===== config.mk =====
export PLATFORM = sky130hd
export DESIGN_NAME = riscv_fetch_stage_flat
export DESIGN_NICKNAME = d
export VERILOG_FILES = /design/src/rtl/riscv_pkg.sv /design/src/rtl/riscv_fetch_stage_if.sv /design/src/rtl/riscv_if_id_reg.sv /design/src/rtl/riscv_fetch_stage.sv /design/src/flat_wrapper.sv
export SDC_FILE = /design/constraint.sdc
export NUM_CORES = 1
export LEC_CHECK = 0
export BUFFER_PORTS_ARGS = -buffer_cell sky130_fd_sc_hd__buf_2
export CAP_MARGIN = 15
export CORE_MARGIN = 2
export CORE_UTILIZATION = 40
export DETAILED_ROUTE_END_ITERATION = 7
export GPL_ROUTABILITY_DRIVEN = 0
export PLACE_DENSITY = 0.61
export SYNTH_ARGS = -nofsm -noshare
export SYNTH_HDL_FRONTEND = slang
export SYNTH_HIERARCHICAL = 1
export SYNTH_SLANG_ARGS = --single-unit
export TNS_END_PERCENT = 1

===== constraint.sdc =====
create_clock -name clk -period 3.6 [get_ports clk]
set_input_delay 0.72 -clock clk [delete_from_list [all_inputs] [get_ports clk]]
set_output_delay 0.72 -clock clk [all_outputs]
set_load 0.01 [all_outputs]

===== src/rtl/riscv_pkg.sv =====
// riscv_pkg: shared types and constants for the RV32I core
package riscv_pkg;

    typedef enum logic [1:0] {REQ, WAIT, HOLD, DRAIN} fetch_state_e;

    localparam logic [31:0] NOP_INSTR = 32'h0000_0013;
    localparam logic [31:0] RESET_PC  = 32'h0000_0000;

    localparam logic [6:0] OPC_BRANCH = 7'b1100011;
    localparam logic [6:0] OPC_JAL    = 7'b1101111;
    localparam logic [6:0] OPC_JALR   = 7'b1100111;

    function automatic logic [31:0] word_align(input logic [31:0] a);
        return {a[31:2], 2'b00};
    endfunction

endpackage


===== src/rtl/riscv_fetch_stage_if.sv =====
// riscv_fetch_stage_if: instruction memory request/response bus
interface riscv_fetch_stage_if;
    logic        req;
    logic [31:0] addr;
    logic        ready;
    logic        rvalid;
    logic [31:0] rdata;

    modport master (output req, addr, input ready, rvalid, rdata);
    modport slave  (input req, addr, output ready, rvalid, rdata);
endinterface


===== src/rtl/riscv_if_id_reg.sv =====
// riscv_if_id_reg: IF/ID pipeline register with load, stall and flush controls
module riscv_if_id_reg #(
    parameter logic [31:0] NOP_INSTR = riscv_pkg::NOP_INSTR
) (
    input  logic        clk,
    input  logic        rst_n,
    input  logic        i_load,
    input  logic        i_stall,
    input  logic        i_flush,
    input  logic [31:0] i_pc,
    input  logic [31:0] i_instr,
    output logic        o_valid,
    output logic [31:0] o_pc,
    output logic [31:0] o_pc4,
    output logic [31:0] o_instr
);
    logic        r_valid;
    logic [31:0] r_pc, r_pc4, r_instr;

    assign o_valid = r_valid;
    assign o_pc    = r_pc;
    assign o_pc4   = r_pc4;
    assign o_instr = r_instr;

    // Flush beats stall; an unstalled cycle without a new word leaves a bubble
    always_ff @(posedge clk or negedge rst_n) begin
        if (!rst_n) begin
            r_valid <= 1'b0;
            r_pc    <= 32'h0;
            r_pc4   <= 32'h0;
            r_instr <= NOP_INSTR;
        end else if (i_flush) begin
            r_valid <= 1'b0;
            r_instr <= NOP_INSTR;
        end else if (!i_stall) begin
            r_valid <= i_load;
            r_instr <= i_load ? i_instr : NOP_INSTR;
            if (i_load) begin
                r_pc  <= i_pc;
                r_pc4 <= i_pc + 32'd4;
            end
        end
    end
endmodule


===== src/rtl/riscv_fetch_stage.sv =====
// riscv_fetch_stage: PC, single-outstanding fetch FSM, hold buffer and IF/ID register
module riscv_fetch_stage #(
    parameter logic [31:0] RESET_PC  = riscv_pkg::RESET_PC,
    parameter logic [31:0] NOP_INSTR = riscv_pkg::NOP_INSTR
) (
    input  logic                       clk,
    input  logic                       rst_n,
    input  logic                       stall,
    input  logic                       flush,
    input  logic                       pcSrc,
    input  logic [31:0]                target_pc,
    riscv_fetch_stage_if.master        imem,
    output logic                       if_id_valid,
    output logic [31:0]                if_id_pc,
    output logic [31:0]                if_id_pc4,
    output logic [31:0]                if_id_instr
);
    import riscv_pkg::*;

    fetch_state_e r_state, w_next;
    logic [31:0]  r_pc, r_req_pc, r_hold_instr, w_load_instr;
    logic         r_hold_valid, w_load;

    assign imem.req     = rst_n && r_state == REQ;
    assign imem.addr    = r_pc;
    assign w_load       = !flush && !stall &&
                          ((r_state == WAIT && imem.rvalid) || (r_state == HOLD && r_hold_valid));
    assign w_load_instr = r_state == HOLD ? r_hold_instr : imem.rdata;

    // Next state: a redirect drains any accepted request whose response is still due
    always_comb begin
        w_next = r_state;
        case (r_state)
            REQ:     w_next = imem.ready ? (flush ? DRAIN : WAIT) : REQ;
            WAIT:    w_next = flush ? (imem.rvalid ? REQ : DRAIN)
                                    : (imem.rvalid ? (stall ? HOLD : REQ) : WAIT);
            HOLD:    w_next = (flush || !stall) ? REQ : HOLD;
            DRAIN:   w_next = imem.rvalid ? REQ : DRAIN;
            default: w_next = REQ;
        endcase
    end

    // Fetch state register
    always_ff @(posedge clk or negedge rst_n) begin
        if (!rst_n) r_state <= REQ;
        else        r_state <= w_next;
    end

    // PC, accepted-request PC and the hold buffer for words arriving under stall
    always_ff @(posedge clk or negedge rst_n) begin
        if (!rst_n) begin
            r_pc         <= RESET_PC;
            r_req_pc     <= RESET_PC;
            r_hold_instr <= NOP_INSTR;
            r_hold_valid <= 1'b0;
        end else begin
            if (flush) begin
                if (pcSrc) r_pc <= word_align(target_pc);
            end else if (w_load) begin
                r_pc <= r_req_pc + 32'd4;
            end
            if (r_state == REQ && imem.ready) r_req_pc <= r_pc;
            if (flush || (r_state == HOLD && !stall)) begin
                r_hold_valid <= 1'b0;
            end else if (r_state == WAIT && imem.rvalid && stall) begin
                r_hold_valid <= 1'b1;
                r_hold_instr <= imem.rdata;
            end
        end
    end

    riscv_if_id_reg #(.NOP_INSTR(NOP_INSTR)) u_if_id (
        .clk     (clk),
        .rst_n   (rst_n),
        .i_load  (w_load),
        .i_stall (stall),
        .i_flush (flush),
        .i_pc    (r_req_pc),
        .i_instr (w_load_instr),
        .o_valid (if_id_valid),
        .o_pc    (if_id_pc),
        .o_pc4   (if_id_pc4),
        .o_instr (if_id_instr)
    );

    a_rvalid_outstanding: assert property (@(posedge clk) disable iff (!rst_n)
        imem.rvalid |-> (r_state == WAIT || r_state == DRAIN));
endmodule

===== src/flat_wrapper.sv =====
// flat-port wrapper written by rule: the top's interface ports become plain ports
module riscv_fetch_stage_flat import riscv_pkg::*;
#(
    parameter logic [31:0] RESET_PC  = riscv_pkg::RESET_PC,
    parameter logic [31:0] NOP_INSTR = riscv_pkg::NOP_INSTR
)
  (clk, rst_n, stall, flush, pcSrc, target_pc, if_id_valid, if_id_pc, if_id_pc4, if_id_instr, imem_req, imem_addr, imem_ready, imem_rvalid, imem_rdata);
  riscv_fetch_stage_if imem_i ();
  input  logic clk;
  input  logic rst_n;
  input  logic stall;
  input  logic flush;
  input  logic pcSrc;
  input  logic [31:0] target_pc;
  output logic if_id_valid;
  output logic [31:0] if_id_pc;
  output logic [31:0] if_id_pc4;
  output logic [31:0] if_id_instr;
  output wire logic [$bits(imem_i.req)-1:0] imem_req;
  output wire logic [$bits(imem_i.addr)-1:0] imem_addr;
  input wire logic [$bits(imem_i.ready)-1:0] imem_ready;
  input wire logic [$bits(imem_i.rvalid)-1:0] imem_rvalid;
  input wire logic [$bits(imem_i.rdata)-1:0] imem_rdata;
  assign imem_req = imem_i.req;
  assign imem_addr = imem_i.addr;
  assign imem_i.ready = imem_ready;
  assign imem_i.rvalid = imem_rvalid;
  assign imem_i.rdata = imem_rdata;
  riscv_fetch_stage #(.RESET_PC(RESET_PC), .NOP_INSTR(NOP_INSTR)) u_core (.clk(clk), .rst_n(rst_n), .stall(stall), .flush(flush), .pcSrc(pcSrc), .target_pc(target_pc), .imem(imem_i), .if_id_valid(if_id_valid), .if_id_pc(if_id_pc), .if_id_pc4(if_id_pc4), .if_id_instr(if_id_instr));
endmodule

## Word level (Yosys, flattened, before mapping)

Index checks and enable logic that the tools add are counted.

| word-level totals | value |
|---|---|
| memories kept | 0 |
| register bits | 196 |
| output and inout bits | 130 |
| memory bits (read-only) | 0 |
| memory bits (writable) | 0 |
| latch bits | 0 |

| operators by class | value |
|---|---|
| add/sub/neg operators | 1 |
| multiply operators | 0 |
| shift operators | 0 |
| div/mod/pow operators | 0 |
| equal/unequal tests | 5 |
| order comparisons | 0 |
| reduce and logical (&&, ||, !) cells | 19 |
| multiplexer cells | 19 |
| bitwise logic cells | 3 |

Operators with widths:

| cell | count |
|---|---|
| 32-bit 2-to-1 mux | 7 |
| 32-bit by 3-bit adder with 32-bit output (second input constant) | 1 |
| 2-bit 2-to-1 mux | 7 |
| 1-bit logical AND | 8 |
| 2-bit case mux with 4 select lines | 1 |
| 2-bit equality test (second input constant) | 2 |
| 1-bit 2-to-1 mux | 4 |
| 2-bit by 1-bit != test with 1-bit output (second input constant) | 2 |
| 2-bit AND reduction | 2 |
| 2-bit nonzero test | 2 |
| 1-bit logical OR | 3 |
| 1-bit inverter | 3 |
| 3-bit AND reduction | 1 |
| 2-bit by 1-bit equality test with 1-bit output (second input constant) | 1 |
| 1-bit logical NOT | 2 |
| 2-bit logical NOT | 1 |

## Depth between registers and ports, before layout

| depth | value |
|---|---|
| depth in word-level cells | 7 |
| depth in mapped cells | 10 |
| gate-level depth less buffers | 6 |

## Hierarchy

Netlist, hierarchy kept.

Modules (own cells, without submodules):

| module | cells an instance | area each (µm²) | seq. area each (µm²) | times used |
|---|---|---|---|---|
| riscv_fetch_stage | 431 | 5026.1 | 2481.1 | 1 |
| riscv_if_id_reg | 389 | 4003.8 | 2381.0 | 1 |

## Worst setup path after synthesis

OpenSTA, ideal clock, no wires.

| path | value |
|---|---|
| path kind | input -> register |
| start | input flush |
| end | register u_core.u_if_id.r_pc4[23] (netlist: u_core/u_if_id/o_pc4[23]) |
| arrival time | 2.702 ns |
| setup slack | 0.764 ns |
| cell stages on the path | 9 |
| path through | clkbuf_1 > a211oi_2 > buf_6 > clkbuf_1 > or3b_2 > clkbuf_1 > clkbuf_1 > nand2_1 > o21ai_0 |

| between the ends | value |
|---|---|
| cells in the longest elaborated chain, start to end | 4 |
| elaborated cells on any way between the ends | 5 |

Ends and longest elaborated chain:

| item | RTL line | text |
|---|---|---|
| from (decl) | flat_wrapper.sv:12 | `input logic flush;` |
| 1-bit logical NOT | riscv_fetch_stage.sv:26 | `assign w_load = !flush && !stall &&` |
| 1-bit logical AND (2 in a row) | riscv_fetch_stage.sv:26 |  |
| net u_core.w_load | riscv_fetch_stage.sv:22 | `logic r_hold_valid, w_load;` |
| 3-bit AND reduction (no line) | n/a |  |
| to (signal assigned) | riscv_if_id_reg.sv:40 | `r_pc4 <= i_pc + 32'd4;` |
| to (decl) | riscv_if_id_reg.sv:18 | `logic [31:0] r_pc, r_pc4, r_instr;` |

The timed path passes the listed nets, and every way through them passes these cells.
A chain may end at the register's enable or synchronous reset.

## Worst setup path in the final report

| path | value |
|---|---|
| start | register u_core.r_req_pc[10] |
| end | register u_core.r_pc[31] (netlist: u_core/imem.addr[31]) |

| between the ends | value |
|---|---|
| cells in the longest elaborated chain, start to end | 3 |

Ends and longest elaborated chain:

| item | RTL line | text |
|---|---|---|
| from (decl) | riscv_fetch_stage.sv:21 | `logic [31:0] r_pc, r_req_pc, r_hold_instr, w_load_instr;` |
| from (signal assigned) | riscv_fetch_stage.sv:62 | `if (r_state == REQ && imem.ready) r_req_pc <= r_pc;` |
| 32-bit by 3-bit adder with 32-bit output | riscv_fetch_stage.sv:60 | `r_pc <= r_req_pc + 32'd4;` |
| 32-bit 2-to-1 mux | riscv_fetch_stage.sv:59 | `end else if (w_load) begin` |
| 32-bit 2-to-1 mux | riscv_fetch_stage.sv:57 | `if (flush) begin` |
| to (signal assigned) | riscv_fetch_stage.sv:58 | `if (pcSrc) r_pc <= word_align(target_pc);` |
| to (signal assigned) | riscv_fetch_stage.sv:60 |  |
| to (decl) | riscv_fetch_stage.sv:21 |  |

Every way passes these cells. The select of a mux whose other input is x is not followed.

==> results.sh <==
export IMPL_hp_class="in -> async"
export IMPL_maxSlewHeadroom_pct=30.99
export IMPL_rsz0062_at_grt="no"
export IMPL_finalPower_mw=7.821
export IMPL_die_x_um=154.3
export IMPL_grt_pass1_wl_um=35620
export IMPL_dp_cells=1256
export IMPL_power_switching_mw=2.745
export IMPL_path_clk_slew_ps=70
export IMPL_setup_tns_ps=0
export IMPL_antenna_found_initial=0
export IMPL_grt_max_degree=157
export IMPL_drv_slew=0
export IMPL_dpl_hpwl_um=15280
export IMPL_critPathKind="reg -> reg"
export IMPL_cts_resized=0
export IMPL_worst_setup_path_start_kind="register"
export IMPL_core_rowCount=54
export IMPL_cts_buffers=17
export IMPL_fmax_mhz=434.1
export IMPL_setup_viol=0
export IMPL_hold_violations=0
export IMPL_ant_nets=0
export IMPL_numPortBuffers=198
export IMPL_slowest_stage="or4_4"
export IMPL_synth_area_um2=9030
export IMPL_r2r_slack_ps=1300
export IMPL_maxCapViolations=0
export IMPL_max_stage_delay_ps=650
export IMPL_drc_errors=0
export IMPL_pre_cts_slack_ps=1117
export IMPL_pwr_share_comb_pct=28.1
export IMPL_regToRegStartpoint="u_core/r_req_pc[10]"
export IMPL_holdBufCountCts=0
export IMPL_yosysWarnings=6
export IMPL_core_region_area_um2=21960
export IMPL_mostFrequentLayoutCell="buf_2"
export IMPL_async_flop_share_pct=100.0
export IMPL_drt_iter0_markers=377
export IMPL_cts_sinks=194
export IMPL_min_period_ps=2304
export IMPL_tritoncts="yes"
export IMPL_p_leak_nw=5.207
export IMPL_cts_setup_buffers=0
export IMPL_crit_chain="nand4_2, or4_4, nor4_2, xor2_1, a221o_1"
export IMPL_setup_ws_ps=1296
export IMPL_worstMarginPinSlew_ps=1035
export IMPL_synth_seq_cells=194
export IMPL_power_frac_clock_pct=25.0
export IMPL_wire_per_inst_um=17.43
export IMPL_syn2layout_area_growth_pct=19.92
export IMPL_stdcell_count=1288
export IMPL_status="finished clean"
export IMPL_drive_above_1_share_pct=36.21
export IMPL_ff2ff_path_depth=5
export IMPL_cts_root_buf="clkbuf_16"
export IMPL_firstDrtPassIters=4
export IMPL_nets=1068
export IMPL_initial_core_util_pct=41.12
export IMPL_die_area_um2=23790
export IMPL_end_kind="register"
export IMPL_path_max_fanout=11
export IMPL_clockBufferDepth=2
export IMPL_clk_latency_ps=430
export IMPL_synth_top_flop_cell="dfrtp_1"
export IMPL_routed_wl_um=22450
export IMPL_cp_arrival_ps=2620
export IMPL_switching_share_pct=35.09
export IMPL_syn_inst=820
export IMPL_postLayoutCellArea_um2=10830
export IMPL_timing_final_crit_share_pct=63.99
export IMPL_skew_ps=13.05
export IMPL_die_h_um=154.3
export IMPL_viasPerCell=5.172
export IMPL_grt_pass1_vias=6481
export IMPL_ys_seq_area_share_pct=53.85
export IMPL_synth_distinct_cells=51
export IMPL_required_ps=3910
export IMPL_ir_drop_v=0.0003288
export IMPL_io_pins=201
export IMPL_seqPwrFrac_pct=46.9
export IMPL_synth_edf_count=0
export IMPL_r2r_end="u_core/imem.addr[31]"
export IMPL_powerDensity_nw_per_um2=722.2
export IMPL_syn_nets=893
export IMPL_vias=6662
export IMPL_final_cell_mix="197 x buf_2, 188 x dfrtp_1, 161 x nand2_1"
export IMPL_placed_cell_area_um2=10220
export IMPL_grt_overflow=0
export IMPL_htree_levels=4
export IMPL_grt_usage_pct=18.99
export IMPL_nFillCells=2061
export IMPL_power_internal_mw=5.077
export IMPL_n_antenna_cell=0
export IMPL_syn_avg_cell_area_um2=11.01
[cell type report]
class                      count  area [um^2]  share of cell area (%)
clock buffer                  18        439.2                   4.055
clock inverter                14        168.9                   1.560
inverter                       5        18.77                  0.1733
multi-input combinational    568         3895                   35.97
sequential                   194         4862                   44.90
tap                          280        350.3                   3.235
timing repair buffer         209         1095                   10.11
[cell families after synthesis]
group / count (synthesis) / synth area share, %
buffers and inverters: 58 / 3.353
AND/OR/NAND/NOR: 293 / 15.81
multiplexers: 105 / 13.00
XOR/XNOR: 53 / 5.141
flip-flops: 194 / 53.85
adder cells (fa/ha/maj): 2 / 0.2771
AO/OA/AOI/OAI: 115 / 8.577
[cells in the mapped netlist (all sizes together) (5+ instances only)]
master    n  area (um^2)
dfrtp   188         4705
a22o     29        254.0
xor2     35        306.5
xnor2    18        157.7
o21ai    51        255.3
nor4      8        81.33
a21oi    14        70.07
buf      13        118.9
nand2   162        615.6
nand4    20        131.4
nand3    25        125.1
and4      8        73.82
and3      8        50.05
dfstp     6        157.7
clkbuf   39        156.4
nor3     13        65.06
mux2     98         1104
a211oi    9        92.59
nor2     20        75.07
inv       5        18.77
mux2i     7        70.07
nand3b   10        75.07
[flip-flops by register name, indices dropped and copies added (netlist names)]
name,cells
u_core/r_hold_instr,32
u_core/imem.addr,32
u_core/u_if_id/o_valid,1
u_core/r_hold_valid,1
u_core/u_if_id/o_pc4,30
u_core/u_if_id/o_instr,32
u_core/r_req_pc,32
u_core/u_if_id/o_pc,32
u_core/r_state,2
[how the worst max path moves through the flow]
stage	slack, ps	start	to	depth (start not counted)
after floorplan	760	flush	u_core/u_if_id/o_pc4[23]	9
after global routing	1080	u_core/r_state[0]	u_core/u_if_id/o_pc4[16]	5
after CTS	1290	u_core/r_req_pc[10]	u_core/imem.addr[31]	5
final	1300	u_core/r_req_pc[10]	u_core/imem.addr[31]	5
after global placement	1140	imem_rvalid	u_core/imem.addr[11]	6
after detailed placement	1120	imem_rvalid	u_core/u_if_id/o_pc4[16]	6
[per-stage QoR]
step,hold WS [ps],util [%]
after global routing,195.2,49.32
after CTS,189.3,49.32
final,194.4,49.32
after floorplan,424.4,-
after detailed placement,457.1,46.55
after global placement,455.0,46.55
[power groups by stage]
stage	Clock (mW)	Sequential (mW)	Combinational, mW
3_5_place_dp	0	3.71	2.22
4_1_cts	2.01	3.67	2.22
2_1_floorplan	0	3.60	1.38
5_1_grt	2.09	3.79	2.43
6_report	1.96	3.67	2.20
3_3_place_gp	0	3.67	2.18
[critical path: cells and delay by family, from the launching register on]
family                    cells  cell delay (ps)
and+or+nand+nor               3             1170
DFF                           1              610
AOI/OAI and AO/OA             1              300
xor gates and xnor gates      1              100
[per-layer routing]
metal  up-vias  GRT usage (%)  share of wire (%)
met5         -              0                  0
met2       182          29.81                 45
met4         0          4.762                1.2
met3        19          4.035                5.5
li1       3208              -                  -
met1      3253          27.02                 48
Power figures use the tool's default switching activity.
